===== src/rtl/dft_axi_regs_mc_if.sv =====
// AXI4-Lite bus bundle for the multi-channel DFT register front-end.
// The slave modport is the register block side; the master modport is the CPU side.
interface dft_axi_regs_mc_if #(
  parameter int ADDR_WIDTH = 24
);
  logic                  AWVALID;
  logic                  AWREADY;
  logic [ADDR_WIDTH-1:0] AWADDR;
  logic [2:0]            AWPROT;
  logic                  WVALID;
  logic                  WREADY;
  logic [31:0]           WDATA;
  logic [3:0]            WSTRB;
  logic                  BVALID;
  logic                  BREADY;
  logic [1:0]            BRESP;
  logic                  ARVALID;
  logic                  ARREADY;
  logic [ADDR_WIDTH-1:0] ARADDR;
  logic [2:0]            ARPROT;
  logic                  RVALID;
  logic                  RREADY;
  logic [31:0]           RDATA;
  logic [1:0]            RRESP;

  modport slave (
    input  AWVALID, AWADDR, AWPROT, WVALID, WDATA, WSTRB, BREADY,
    input  ARVALID, ARADDR, ARPROT, RREADY,
    output AWREADY, WREADY, BVALID, BRESP, ARREADY, RVALID, RDATA, RRESP
  );

  modport master (
    output AWVALID, AWADDR, AWPROT, WVALID, WDATA, WSTRB, BREADY,
    output ARVALID, ARADDR, ARPROT, RREADY,
    input  AWREADY, WREADY, BVALID, BRESP, ARREADY, RVALID, RDATA, RRESP
  );
endinterface


===== src/rtl/dft_axi_regs_mc.sv =====
// AXI4-Lite register front-end for DFT_CHANNELS DFT slices: control, ready IRQ,
// result readback and a write-through sample port towards external storage.
module dft_axi_regs_mc #(
  parameter int ADDR_WIDTH   = 24,
  parameter int DFT_CHANNELS = 4,
  parameter int DFT_SAMPLES  = 32,
  parameter int DFT_WIDTH    = 24,
  parameter int DFT_FRAC     = 8,
  localparam int IDX_W = $clog2(DFT_SAMPLES),
  localparam int CH_W  = (DFT_CHANNELS > 1) ? $clog2(DFT_CHANNELS) : 1
) (
  input  logic                              AXI_S_ACLK,
  input  logic                              AXI_S_ARESET,
  dft_axi_regs_mc_if.slave                  AXI_S,
  output logic [DFT_CHANNELS-1:0]           dft_reset,
  input  logic [DFT_CHANNELS-1:0]           dft_ready,
  output logic [IDX_W-1:0]                  dft_idx,
  input  logic [DFT_CHANNELS*DFT_WIDTH-1:0] dft_real,
  input  logic [DFT_CHANNELS*DFT_WIDTH-1:0] dft_imag,
  output logic                              src_we,
  output logic                              src_imag,
  output logic [CH_W-1:0]                   src_ch,
  output logic [IDX_W-1:0]                  src_idx,
  output logic [DFT_WIDTH-1:0]              src_data,
  output logic                              INTERRUPT
);

  localparam logic [1:0]  RESP_OKAY   = 2'b00;
  localparam logic [1:0]  RESP_SLVERR = 2'b10;
  localparam logic [31:0] A_CMD       = 32'h000;
  localparam logic [31:0] A_READY     = 32'h004;
  localparam logic [31:0] A_IRQ_EN    = 32'h008;
  localparam logic [31:0] A_IRQ_STAT  = 32'h00C;
  localparam logic [31:0] A_CONFIG    = 32'h010;
  localparam logic [31:0] A_CHANNELS  = 32'h014;
  localparam logic [31:0] A_IDX       = 32'h020;

  logic                    awReady_q, wReady_q, awHeld_q, wHeld_q;
  logic [ADDR_WIDTH-1:0]   awAddr_q;
  logic [31:0]             wData_q;
  logic [3:0]              wStrb_q;
  logic                    bValid_q;
  logic [1:0]              bResp_q;
  logic                    arReady_q, arHeld_q, rPend_q, rValid_q;
  logic [ADDR_WIDTH-1:0]   arAddr_q;
  logic [31:0]             rData_q;
  logic [1:0]              rResp_q;
  logic [DFT_CHANNELS-1:0] cmd_q, cmd_d, irqEn_q, irqEn_d, irqStat_q, irqStat_d;
  logic [DFT_CHANNELS-1:0] readyPrev_q, wClr;
  logic [IDX_W-1:0]        idx_q, idx_d;
  logic                    irq_q;
  logic                    srcWe_q, srcImag_q;
  logic [CH_W-1:0]         srcCh_q;
  logic [IDX_W-1:0]        srcIdx_q;
  logic [DFT_WIDTH-1:0]    srcData_q;

  logic                    exec, wSample, wSrcOk;
  logic [1:0]              wResp;
  logic [31:0]             wa, ra, wMask, rdData;
  logic [1:0]              rdResp;
  logic [CH_W-1:0]         wCh;
  logic [IDX_W-1:0]        wIdx;
  logic                    resHit;
  logic signed [DFT_WIDTH-1:0] selReal, selImag;

  assign exec  = awHeld_q & wHeld_q;
  assign wa    = 32'(awAddr_q);
  assign ra    = 32'(arAddr_q);
  assign wMask = {{8{wStrb_q[3]}}, {8{wStrb_q[2]}}, {8{wStrb_q[1]}}, {8{wStrb_q[0]}}};
  assign wIdx  = wa[2 +: IDX_W];
  assign wCh   = wa[2+IDX_W +: CH_W];

  // Sample window: bit 23 set, bit 22 picks real/imag, everything above idx/ch must be zero.
  assign wSrcOk = (wa[31:23] == 9'd1) && (wa[1:0] == 2'b00) &&
                  ((wa[21:0] >> (2 + IDX_W + CH_W)) == 22'd0) &&
                  (32'(wCh) < DFT_CHANNELS);

  always_comb begin
    cmd_d   = cmd_q;
    irqEn_d = irqEn_q;
    idx_d   = idx_q;
    wClr    = '0;
    wSample = 1'b0;
    wResp   = RESP_SLVERR;
    if (exec) begin
      case (wa)
        A_CMD: begin
          cmd_d = (cmd_q & ~wMask[DFT_CHANNELS-1:0]) | (wData_q[DFT_CHANNELS-1:0] & wMask[DFT_CHANNELS-1:0]);
          wResp = RESP_OKAY;
        end
        A_IRQ_EN: begin
          irqEn_d = (irqEn_q & ~wMask[DFT_CHANNELS-1:0]) | (wData_q[DFT_CHANNELS-1:0] & wMask[DFT_CHANNELS-1:0]);
          wResp   = RESP_OKAY;
        end
        A_IRQ_STAT: begin
          wClr  = wData_q[DFT_CHANNELS-1:0] & wMask[DFT_CHANNELS-1:0];
          wResp = RESP_OKAY;
        end
        A_IDX: begin
          idx_d = (idx_q & ~wMask[IDX_W-1:0]) | (wData_q[IDX_W-1:0] & wMask[IDX_W-1:0]);
          wResp = RESP_OKAY;
        end
        default: begin
          if (wSrcOk && (wStrb_q == 4'hF)) begin
            wSample = 1'b1;
            wResp   = RESP_OKAY;
          end
        end
      endcase
    end
  end

  // A new ready edge in the same cycle as a W1C clear keeps the bit set.
  assign irqStat_d = (irqStat_q & ~wClr) | (dft_ready & ~readyPrev_q);

  always_ff @(posedge AXI_S_ACLK or posedge AXI_S_ARESET) begin
    if (AXI_S_ARESET) begin
      awReady_q <= 1'b1;
      wReady_q  <= 1'b1;
      awHeld_q  <= 1'b0;
      wHeld_q   <= 1'b0;
      awAddr_q  <= '0;
      wData_q   <= '0;
      wStrb_q   <= '0;
      bValid_q  <= 1'b0;
      bResp_q   <= RESP_OKAY;
    end else begin
      if (AXI_S.AWVALID && awReady_q) begin
        awHeld_q  <= 1'b1;
        awAddr_q  <= AXI_S.AWADDR;
        awReady_q <= 1'b0;
      end
      if (AXI_S.WVALID && wReady_q) begin
        wHeld_q  <= 1'b1;
        wData_q  <= AXI_S.WDATA;
        wStrb_q  <= AXI_S.WSTRB;
        wReady_q <= 1'b0;
      end
      if (exec) begin
        awHeld_q <= 1'b0;
        wHeld_q  <= 1'b0;
        bValid_q <= 1'b1;
        bResp_q  <= wResp;
      end
      if (bValid_q && AXI_S.BREADY) begin
        bValid_q  <= 1'b0;
        awReady_q <= 1'b1;
        wReady_q  <= 1'b1;
      end
    end
  end

  always_ff @(posedge AXI_S_ACLK or posedge AXI_S_ARESET) begin
    if (AXI_S_ARESET) begin
      cmd_q       <= '1;
      irqEn_q     <= '0;
      irqStat_q   <= '0;
      readyPrev_q <= '0;
      idx_q       <= '0;
      irq_q       <= 1'b0;
      srcWe_q     <= 1'b0;
      srcImag_q   <= 1'b0;
      srcCh_q     <= '0;
      srcIdx_q    <= '0;
      srcData_q   <= '0;
    end else begin
      cmd_q       <= cmd_d;
      irqEn_q     <= irqEn_d;
      irqStat_q   <= irqStat_d;
      readyPrev_q <= dft_ready;
      idx_q       <= idx_d;
      irq_q       <= |(irqStat_q & irqEn_q);
      srcWe_q     <= wSample;
      if (wSample) begin
        srcImag_q <= wa[22];
        srcCh_q   <= wCh;
        srcIdx_q  <= wIdx;
        srcData_q <= wData_q[DFT_WIDTH-1:0];
      end
    end
  end

  // Result window: 0x100 + 0x10*n, offset 0 is real and offset 4 is imag.
  assign resHit = (ra[31:8] == 24'd1) && ((ra[3:0] == 4'h0) || (ra[3:0] == 4'h4)) &&
                  (32'(ra[7:4]) < DFT_CHANNELS);

  always_comb begin
    selReal = '0;
    selImag = '0;
    for (int c = 0; c < DFT_CHANNELS; c++) begin
      if (ra[7:4] == 4'(c)) begin
        selReal = dft_real[c*DFT_WIDTH +: DFT_WIDTH];
        selImag = dft_imag[c*DFT_WIDTH +: DFT_WIDTH];
      end
    end
    rdData = '0;
    rdResp = RESP_OKAY;
    case (ra)
      A_CMD:      rdData = 32'(cmd_q);
      A_READY:    rdData = 32'(dft_ready);
      A_IRQ_EN:   rdData = 32'(irqEn_q);
      A_IRQ_STAT: rdData = 32'(irqStat_q);
      A_CONFIG:   rdData = {16'(DFT_SAMPLES), 8'(DFT_WIDTH), 8'(DFT_FRAC)};
      A_CHANNELS: rdData = 32'(DFT_CHANNELS);
      A_IDX:      rdData = 32'(idx_q);
      default: begin
        if (resHit) rdData = ra[2] ? 32'(selImag) : 32'(selReal);
        else        rdResp = RESP_SLVERR;
      end
    endcase
  end

  always_ff @(posedge AXI_S_ACLK or posedge AXI_S_ARESET) begin
    if (AXI_S_ARESET) begin
      arReady_q <= 1'b1;
      arHeld_q  <= 1'b0;
      arAddr_q  <= '0;
      rPend_q   <= 1'b0;
      rValid_q  <= 1'b0;
      rData_q   <= '0;
      rResp_q   <= RESP_OKAY;
    end else begin
      rPend_q <= 1'b0;
      if (AXI_S.ARVALID && arReady_q) begin
        arHeld_q  <= 1'b1;
        arAddr_q  <= AXI_S.ARADDR;
        arReady_q <= 1'b0;
      end
      if (arHeld_q) begin
        arHeld_q <= 1'b0;
        rPend_q  <= 1'b1;
        rData_q  <= rdData;
        rResp_q  <= rdResp;
      end
      if (rPend_q) rValid_q <= 1'b1;
      if (rValid_q && AXI_S.RREADY) begin
        rValid_q  <= 1'b0;
        arReady_q <= 1'b1;
      end
    end
  end

  assign AXI_S.AWREADY = awReady_q;
  assign AXI_S.WREADY  = wReady_q;
  assign AXI_S.BVALID  = bValid_q;
  assign AXI_S.BRESP   = bResp_q;
  assign AXI_S.ARREADY = arReady_q;
  assign AXI_S.RVALID  = rValid_q;
  assign AXI_S.RDATA   = rData_q;
  assign AXI_S.RRESP   = rResp_q;
  assign dft_reset     = cmd_q;
  assign dft_idx       = idx_q;
  assign INTERRUPT     = irq_q;
  assign src_we        = srcWe_q;
  assign src_imag      = srcImag_q;
  assign src_ch        = srcCh_q;
  assign src_idx       = srcIdx_q;
  assign src_data      = srcData_q;

  logic unusedBits;
  assign unusedBits = ^{AXI_S.AWPROT, AXI_S.ARPROT, wData_q};

endmodule


===== src/flat_wrapper.sv =====
// flat-port wrapper written by rule: the top's interface ports become plain ports
module dft_axi_regs_mc_flat 
#(
  parameter int ADDR_WIDTH   = 24,
  parameter int DFT_CHANNELS = 4,
  parameter int DFT_SAMPLES  = 32,
  parameter int DFT_WIDTH    = 24,
  parameter int DFT_FRAC     = 8,
  localparam int IDX_W = $clog2(DFT_SAMPLES),
  localparam int CH_W  = (DFT_CHANNELS > 1) ? $clog2(DFT_CHANNELS) : 1
)
  (AXI_S_ACLK, AXI_S_ARESET, dft_reset, dft_ready, dft_idx, dft_real, dft_imag, src_we, src_imag, src_ch, src_idx, src_data, INTERRUPT, AXI_S_AWVALID, AXI_S_AWADDR, AXI_S_AWPROT, AXI_S_WVALID, AXI_S_WDATA, AXI_S_WSTRB, AXI_S_BREADY, AXI_S_ARVALID, AXI_S_ARADDR, AXI_S_ARPROT, AXI_S_RREADY, AXI_S_AWREADY, AXI_S_WREADY, AXI_S_BVALID, AXI_S_BRESP, AXI_S_ARREADY, AXI_S_RVALID, AXI_S_RDATA, AXI_S_RRESP);
  dft_axi_regs_mc_if #(.ADDR_WIDTH(ADDR_WIDTH)) AXI_S_i ();
  input  logic AXI_S_ACLK;
  input  logic AXI_S_ARESET;
  output logic [DFT_CHANNELS-1:0] dft_reset;
  input  logic [DFT_CHANNELS-1:0] dft_ready;
  output logic [IDX_W-1:0] dft_idx;
  input  logic [DFT_CHANNELS*DFT_WIDTH-1:0] dft_real;
  input  logic [DFT_CHANNELS*DFT_WIDTH-1:0] dft_imag;
  output logic src_we;
  output logic src_imag;
  output logic [CH_W-1:0] src_ch;
  output logic [IDX_W-1:0] src_idx;
  output logic [DFT_WIDTH-1:0] src_data;
  output logic INTERRUPT;
  input wire logic [$bits(AXI_S_i.AWVALID)-1:0] AXI_S_AWVALID;
  input wire logic [$bits(AXI_S_i.AWADDR)-1:0] AXI_S_AWADDR;
  input wire logic [$bits(AXI_S_i.AWPROT)-1:0] AXI_S_AWPROT;
  input wire logic [$bits(AXI_S_i.WVALID)-1:0] AXI_S_WVALID;
  input wire logic [$bits(AXI_S_i.WDATA)-1:0] AXI_S_WDATA;
  input wire logic [$bits(AXI_S_i.WSTRB)-1:0] AXI_S_WSTRB;
  input wire logic [$bits(AXI_S_i.BREADY)-1:0] AXI_S_BREADY;
  input wire logic [$bits(AXI_S_i.ARVALID)-1:0] AXI_S_ARVALID;
  input wire logic [$bits(AXI_S_i.ARADDR)-1:0] AXI_S_ARADDR;
  input wire logic [$bits(AXI_S_i.ARPROT)-1:0] AXI_S_ARPROT;
  input wire logic [$bits(AXI_S_i.RREADY)-1:0] AXI_S_RREADY;
  output wire logic [$bits(AXI_S_i.AWREADY)-1:0] AXI_S_AWREADY;
  output wire logic [$bits(AXI_S_i.WREADY)-1:0] AXI_S_WREADY;
  output wire logic [$bits(AXI_S_i.BVALID)-1:0] AXI_S_BVALID;
  output wire logic [$bits(AXI_S_i.BRESP)-1:0] AXI_S_BRESP;
  output wire logic [$bits(AXI_S_i.ARREADY)-1:0] AXI_S_ARREADY;
  output wire logic [$bits(AXI_S_i.RVALID)-1:0] AXI_S_RVALID;
  output wire logic [$bits(AXI_S_i.RDATA)-1:0] AXI_S_RDATA;
  output wire logic [$bits(AXI_S_i.RRESP)-1:0] AXI_S_RRESP;
  assign AXI_S_i.AWVALID = AXI_S_AWVALID;
  assign AXI_S_i.AWADDR = AXI_S_AWADDR;
  assign AXI_S_i.AWPROT = AXI_S_AWPROT;
  assign AXI_S_i.WVALID = AXI_S_WVALID;
  assign AXI_S_i.WDATA = AXI_S_WDATA;
  assign AXI_S_i.WSTRB = AXI_S_WSTRB;
  assign AXI_S_i.BREADY = AXI_S_BREADY;
  assign AXI_S_i.ARVALID = AXI_S_ARVALID;
  assign AXI_S_i.ARADDR = AXI_S_ARADDR;
  assign AXI_S_i.ARPROT = AXI_S_ARPROT;
  assign AXI_S_i.RREADY = AXI_S_RREADY;
  assign AXI_S_AWREADY = AXI_S_i.AWREADY;
  assign AXI_S_WREADY = AXI_S_i.WREADY;
  assign AXI_S_BVALID = AXI_S_i.BVALID;
  assign AXI_S_BRESP = AXI_S_i.BRESP;
  assign AXI_S_ARREADY = AXI_S_i.ARREADY;
  assign AXI_S_RVALID = AXI_S_i.RVALID;
  assign AXI_S_RDATA = AXI_S_i.RDATA;
  assign AXI_S_RRESP = AXI_S_i.RRESP;
  dft_axi_regs_mc #(.ADDR_WIDTH(ADDR_WIDTH), .DFT_CHANNELS(DFT_CHANNELS), .DFT_SAMPLES(DFT_SAMPLES), .DFT_WIDTH(DFT_WIDTH), .DFT_FRAC(DFT_FRAC)) u_core (.AXI_S_ACLK(AXI_S_ACLK), .AXI_S_ARESET(AXI_S_ARESET), .AXI_S(AXI_S_i), .dft_reset(dft_reset), .dft_ready(dft_ready), .dft_idx(dft_idx), .dft_real(dft_real), .dft_imag(dft_imag), .src_we(src_we), .src_imag(src_imag), .src_ch(src_ch), .src_idx(src_idx), .src_data(src_data), .INTERRUPT(INTERRUPT));
endmodule

===== config.mk =====
export PLATFORM = sky130hd
export DESIGN_NAME = dft_axi_regs_mc_flat
export DESIGN_NICKNAME = d
export VERILOG_FILES = /design/src/rtl/dft_axi_regs_mc_if.sv /design/src/rtl/dft_axi_regs_mc.sv /design/src/flat_wrapper.sv
export SDC_FILE = /design/constraint.sdc
export NUM_CORES = 1
export LEC_CHECK = 0
export CAP_MARGIN = 20
export CORE_AREA = 3 3 147 149
export CTS_BUF_LIST = sky130_fd_sc_hd__clkbuf_8
export CTS_CLUSTER_SIZE = 25
export DETAILED_ROUTE_END_ITERATION = 16
export DIE_AREA = 0 0 150 152
export PLACE_DENSITY = 0.76
export SLEW_MARGIN = 15
export SYNTH_ARGS = -nofsm -noshare
export SYNTH_HDL_FRONTEND = slang
export SYNTH_SLANG_ARGS = --single-unit

===== constraint.sdc =====
create_clock -name AXI_S_ACLK -period 8.5 [get_ports AXI_S_ACLK]
set_clock_uncertainty 0.2 [all_clocks]
set_input_delay 2.55 -clock AXI_S_ACLK [delete_from_list [all_inputs] [get_ports AXI_S_ACLK]]
set_output_delay 2.55 -clock AXI_S_ACLK [all_outputs]
set_load 0.05 [all_outputs]

==> impl_metrics.json, run 1 <==
{
  "max_stage_delay_ns": 0.87,
  "status": "complete, no violations",
  "fin_total_pwr_mw": 3.077,
  "hold_viol_final": 0,
  "clk_pin_slew_ns": 0.10,
  "crit_chain": "clkdlybuf4s50_1",
  "grt_antenna_before_repair": 4,
  "h-tree-depth": 4,
  "path_max_fanout": 3,
  "p_leak_nw": 5.081,
  "syn2layout_area_growth_pct": 50.52,
  "clk_path_buf_depth": 2,
  "synth-simple-area-share": 0.06875,
  "worst_setup_path_start_kind": "flop",
  "ys_warn_count": 0,
  "setup_ws_ns": 3.874,
  "fmax_ghz": 0.2162,
  "swShare": 0.3780,
  "gp_congestion": 0.8669,
  "wire_per_inst_um": 21.60,
  "seqPwrFrac": 0.401,
  "netlist_area_um2": 8227,
  "portBuffers": 360,
  "core_um2": 20300,
  "power.density_nw_per_um2": 248.5,
  "fin_crit_ns": 4.626,
  "grt_max_degree": 97,
  "rsz0062_at_grt": "false",
  "synthAdderAreaFrac": 0,
  "worst-r2r-setup-slack_ns": 5.98,
  "synth.distinct_cells": 50,
  "cts_sinks": 166,
  "crit_arrival_ns": 1.88,
  "maxSlewViolCount": 0,
  "cts_hold_buf": 0,
  "synthCells": 612,
  "post-route-util": 0.6100,
  "die_h_um": 152,
  "dr.pass1.iters": 5,
  "grt_pass1_vias": 6973,
  "cp_data_required_time_ns": 5.75,
  "gr-usage-all-layers": 0.2336,
  "start_util": 0.4053,
  "ys.flop_type": "dfrtp_1",
  "synth_top_family_by_area": "multiplexers",
  "cts_resized": 0,
  "synth_xor_area_frac": 0,
  "clock_tree.root_cell": "clkbuf_8",
  "worstSetupPathType": "flop to output pin",
  "synth-async-reset-ratio": 1.000,
  "fin_cells": 1239,
  "maxSlewHeadroom": 0.3141,
  "vdd_drop_max_mv": 0.1551,
  "nNetsFinal": 1247,
  "die_w_um": 150,
  "fin_tns_setup_ns": 0,
  "grt_pass1_wl_um": 40570,
  "syn_avg_cell_area_um2": 13.44,
  "synth_edf_count": 0,
  "numCtsBuffers": 17,
  "die_area_um2": 22800,
  "fillers": 1678,
  "crit_path_top_delay_cell": "clkdlybuf4s50_1",
  "cap_violations": 0,
  "dr_total_vias": 6507,
  "synthMuxAreaShare": 0.3101,
  "setup_viol": 0,
  "avgViaCountPerCell": 5.252,
  "hold_path_class": "flop to flop",
  "drt_wl_total_um": 26760,
  "worstSetupEndpointType": "output pin",
  "placed_cells": 1204,
  "cts_tree": "built",
  "num_io_pins": 377,
  "internal_power_mw": 1.914,
  "critPathTopFamily": "buffers and inverters",
  "clock_latency_ns": 0.46,
  "ant_nets": 0,
  "drtIter0Drc": 258,
  "ys_seq_area_frac": 0.5060,
  "worst_pin_slew_ns": 1.026,
  "clockPowerShare": 0.173,
  "period_share": 0.5442,
  "gr-total-overflow": 0,
  "cts_setup_buffers": 0,
  "drive_gt1_frac": 0.2058,
  "crit_buf_inv": 1,
  "post-place-ws_ns": 3.555,
  "drcViolationCount": 0,
  "final_common_cell": "clkdlybuf4s50_1",
  "synth_compound_area_frac": 0.07087,
  "layout_common_cells": "clkdlybuf4s50_1 (360), dfrtp_1 (156), mux2_2 (95)",
  "ys_ff_latch": 166,
  "netSwitchingPower_mw": 1.163,
  "rows": 52,
  "dp_hpwl_um": 20770,
  "p_comb_frac": 0.426
}
## area by class of cell
class	count	area, um^2	area share
Inverter	27	106.4	0.008588
Tap cell	270	337.8	0.02728
Timing Repair Buffer	369	3679	0.2971
Multi-Input combinational cell	373	3720	0.3004
Sequential cell	166	4167	0.3365
Clock inverter	14	121.4	0.009801
Antenna cell	2	5.005	0.0004042
Clock buffer	18	247.7	0.02001
## worst paths after layout
kind / depth (start not counted) / from / to
setup / recovery: 1 / flop / dft_reset[1]
hold / removal: 1 / u_core.src_idx[2] / u_core.src_idx[2]
setup reg to reg: 5 / u_core.awAddr_q[1] / u_core.src_data[4]
hold reg to reg: 1 / u_core.src_idx[2] / u_core.src_idx[2]
max in group asynchronous: 3 / AXI_S_ARESET / u_core.arAddr_q[4]
min in group asynchronous: 2 / AXI_S_ARESET / u_core.wData_q[5]
## layer usage
metal	vias to the layer above	wire length, um	track usage	share of wire
li1	2994	-	-	-
met1	3196	9673	0.2601	0.36
met2	266	13490	0.3961	0.50
met3	47	2835	0.1010	0.11
met4	4	733	0.08540	0.027
met5	-	31	0	0.0012
## through the flow
stage               hold slack (ns)  instance area, um^2
global placement             0.2654                11990
global route                 0.3009                12380
detailed placement           0.2740                11990
finish                       0.2899                12380
floorplan                    0.2365                 8230
CTS                          0.2937                12360
## power by group through the flow
stage | sequential [mW] | clock, mW | combinational, mW
2_1_floorplan | 1.31 | 0 | 0.826
3_3_place_gp | 1.24 | 0 | 1.30
3_5_place_dp | 1.25 | 0 | 1.32
4_1_cts | 1.23 | 0.547 | 1.33
5_1_grt | 1.27 | 0.585 | 1.41
6_report | 1.23 | 0.531 | 1.31
## Yosys cell counts (all sizes together), types with 2 or more instances
master  instances  area [um^2]
a31oi           3        18.77
a221oi          7        61.31
inv            27        101.4
nor4           16        163.9
dfrtp         159         3979
mux2          134         1528
a22o            7        61.31
o221ai          2        17.52
buf            33        206.4
a21oi          23        115.1
nor3            9        50.05
nor2           21        78.83
nand2          20        77.58
a32oi           2        17.52
nand3          11        55.05
nor2b           2        12.51
o21ai           9        45.04
dfstp           7        183.9
nand4           4        25.02
a22oi          11        82.58
o22ai          18        112.6
nor4b           2        32.53
mux4           37        833.3
mux2i          19        190.2
clkbuf         14        52.55
## cells by family (layout without fill, tap and decap cells)
| logic type | count (synthesis) | in the layout |
|---|---|---|
| muxes | 190 | 190 |
| DFF | 166 | 166 |
| and+or+nand+nor | 93 | 93 |
| AOI/OAI and AO/OA | 88 | 88 |
| buffers and inverters | 74 | 428 |
| other | 1 | 4 |
## state kept, by name (all words and copies together), names as in the netlist, 4 cells and up, named ones only
name                count
u_core.AXI_S.RDATA     24
u_core.arAddr_q        24
u_core.awAddr_q        24
u_core.src_data        24
u_core.wData_q         24
u_core.src_idx          5
u_core.irqStat_q        4
u_core.readyPrev_q      4
u_core.wStrb_q          4
(Power assumes the default switching activity.)
==> run 2, diff against run 1 <==
==> constraint.sdc (replaced) <==
create_clock -name AXI_S_ACLK -period 4.6 [get_ports AXI_S_ACLK]
set_clock_uncertainty 0.2 [all_clocks]
set_input_delay 1.38 -clock AXI_S_ACLK [delete_from_list [all_inputs] [get_ports AXI_S_ACLK]]
set_output_delay 1.38 -clock AXI_S_ACLK [all_outputs]
set_load 0.05 [all_outputs]
==> run 2 against run 1 <==
Clock power up 96%. Via count is 0.46% higher. Total power grew 87%. Worst hold slack is essentially flat. Critical path depth unchanged. Die area is the same. Combinational power grew 76%. Largest cell class unchanged. First-iteration DRC count fell by 1.6%.
==> impl_metrics.json, run 2 (synthesized netlist as in run 1, its figures left out) <==
{
  "h-tree-depth": 4,
  "maxSlewViolCount": 0,
  "hold_path_class": "flop to flop",
  "post-route-util": 0.6138,
  "dp_hpwl_um": 20720,
  "clock_latency_ns": 0.46,
  "grt_pass1_wl_um": 40130,
  "drcViolationCount": 0,
  "numCtsBuffers": 17,
  "worstSetupPathType": "flop to output pin",
  "drt_wl_total_um": 26420,
  "cap_violations": 0,
  "dr_total_vias": 6537,
  "cts_setup_buffers": 0,
  "cp_data_required_time_ns": 3.02,
  "fillers": 1684,
  "start_util": 0.4053,
  "p_comb_frac": 0.402,
  "wire_per_inst_um": 21.33,
  "nNetsFinal": 1248,
  "netSwitchingPower_mw": 2.184,
  "core_um2": 20300,
  "regArea_um2": 4167,
  "crit_path_top_delay_cell": "clkdlybuf4s50_1",
  "cts_sinks": 166,
  "cts_tree": "built",
  "crit_chain": "clkdlybuf4s50_1",
  "hold_viol_final": 0,
  "crit_arrival_ns": 1.87,
  "drive_gt1_frac": 0.2076,
  "grt_antenna_before_repair": 3,
  "period_share": 0.7497,
  "fin_crit_ns": 3.448,
  "status": "complete, no violations",
  "clk_pin_slew_ns": 0.09,
  "rows": 52,
  "crit_buf_inv": 1,
  "clockPowerShare": 0.181,
  "maxSlewHeadroom": 0.2778,
  "critPathTopFamily": "buffers and inverters",
  "p_leak_nw": 5.111,
  "clock_tree.root_cell": "clkbuf_8",
  "gp_congestion": 0.8544,
  "grt_max_degree": 68,
  "setup_ws_ns": 1.152,
  "grt_pass1_vias": 7059,
  "vdd_drop_max_mv": 0.2494,
  "final_common_cell": "clkdlybuf4s50_1",
  "die_h_um": 152,
  "power.density_nw_per_um2": 460.7,
  "fmax_ghz": 0.2900,
  "die_area_um2": 22800,
  "max_stage_delay_ns": 0.85,
  "multi_input_area_um2": 3720,
  "worst_pin_slew_ns": 1.081,
  "seqPwrFrac": 0.418,
  "gr-total-overflow": 0,
  "dr.pass1.iters": 4,
  "portBuffers": 360,
  "clk_path_buf_depth": 2,
  "swShare": 0.3805,
  "setup_viol": 0,
  "post-place-ws_ns": 1.227,
  "num_io_pins": 377,
  "internal_power_mw": 3.556,
  "gr-usage-all-layers": 0.2306,
  "rsz0062_at_grt": "false",
  "fin_total_pwr_mw": 5.740,
  "path_max_fanout": 3,
  "ant_nets": 0,
  "syn2layout_area_growth_pct": 51.45,
  "layout_common_cells": "clkdlybuf4s50_1 (360), dfrtp_1 (156), mux2_2 (95)",
  "holdWs_ns": 0.2899,
  "fin_tns_setup_ns": 0,
  "worst_setup_path_start_kind": "flop",
  "worstSetupEndpointType": "output pin",
  "avgViaCountPerCell": 5.276,
  "cts_resized": 0,
  "cts_hold_buf": 0,
  "drtIter0Drc": 254,
  "die_w_um": 150
}
==> run 2: cell count changes in the layout (fill, tap and decap cells not counted), sizes merged <==
cell	previous run	this run
clkinv	5	7
diode	2	1
clkinvlp	3	2
inv	33	32
buf	9	10
==> run 2: power by group through the flow <==
stage	registers (mW)	clock network, mW	logic (mW)
2_1_floorplan	2.42	0	1.53
3_3_place_gp	2.41	0	2.27
5_1_grt	2.48	1.14	2.47
4_1_cts	2.40	1.08	2.33
3_5_place_dp	2.43	0	2.32
6_report	2.40	1.04	2.31
==> run 2: stage by stage <==
stage | area [um^2] | cells
floorplan | 8234 | 613
global placement | 12030 | 1205
detailed placement | 12050 | 1206
CTS | 12460 | 1238
global route | 12460 | 1238
finish | 12460 | 1239
==> run 2: path summary, 6_finish.rpt <==
check / start / endpoint / slack (ns) / depth (start not counted)
min in group asynchronous: AXI_S_ARESET / u_core.readyPrev_q[3] / 1.15 / 2
max in group asynchronous: AXI_S_ARESET / u_core.arAddr_q[4] / 2.26 / 3
setup / recovery: flop / dft_reset[3] / 1.15 / 1
setup reg to reg: u_core.arAddr_q[4] / u_core.AXI_S.RRESP[1] / 1.75 / 5
hold / removal: u_core.src_data[5] / u_core.src_data[5] / 0.29 / 1
hold reg to reg: u_core.src_data[5] / u_core.src_data[5] / 0.29 / 1
==> run 2: final cells by class <==
cell class	count	share of cell area
clock inverter	14	0.01255
timing repair buffer	370	0.2989
tap	270	0.02711
antenna	1	0.0002008
sequential	166	0.3344
multi-input combinational	373	0.2986
inverter	27	0.008435
clock buffer	18	0.01988
==> run 2: worst register-to-register path: stages, from the launching register on <==
cell	delay, ns
dfrtp_2	0.87
nor4b_4	0.93
nand2_1	0.12
o21ai_1	0.36
or4_1	0.18
o21ai_0	0.08
==> run 2: per-layer routing <==
metal  vias up  GRT usage  part of all wire
met4         4    0.06144             0.018
met5         -          0            0.0010
met3        36    0.09771              0.11
met1      3251     0.2607              0.37
li1       2983          -                 -
met2       263     0.3994              0.51
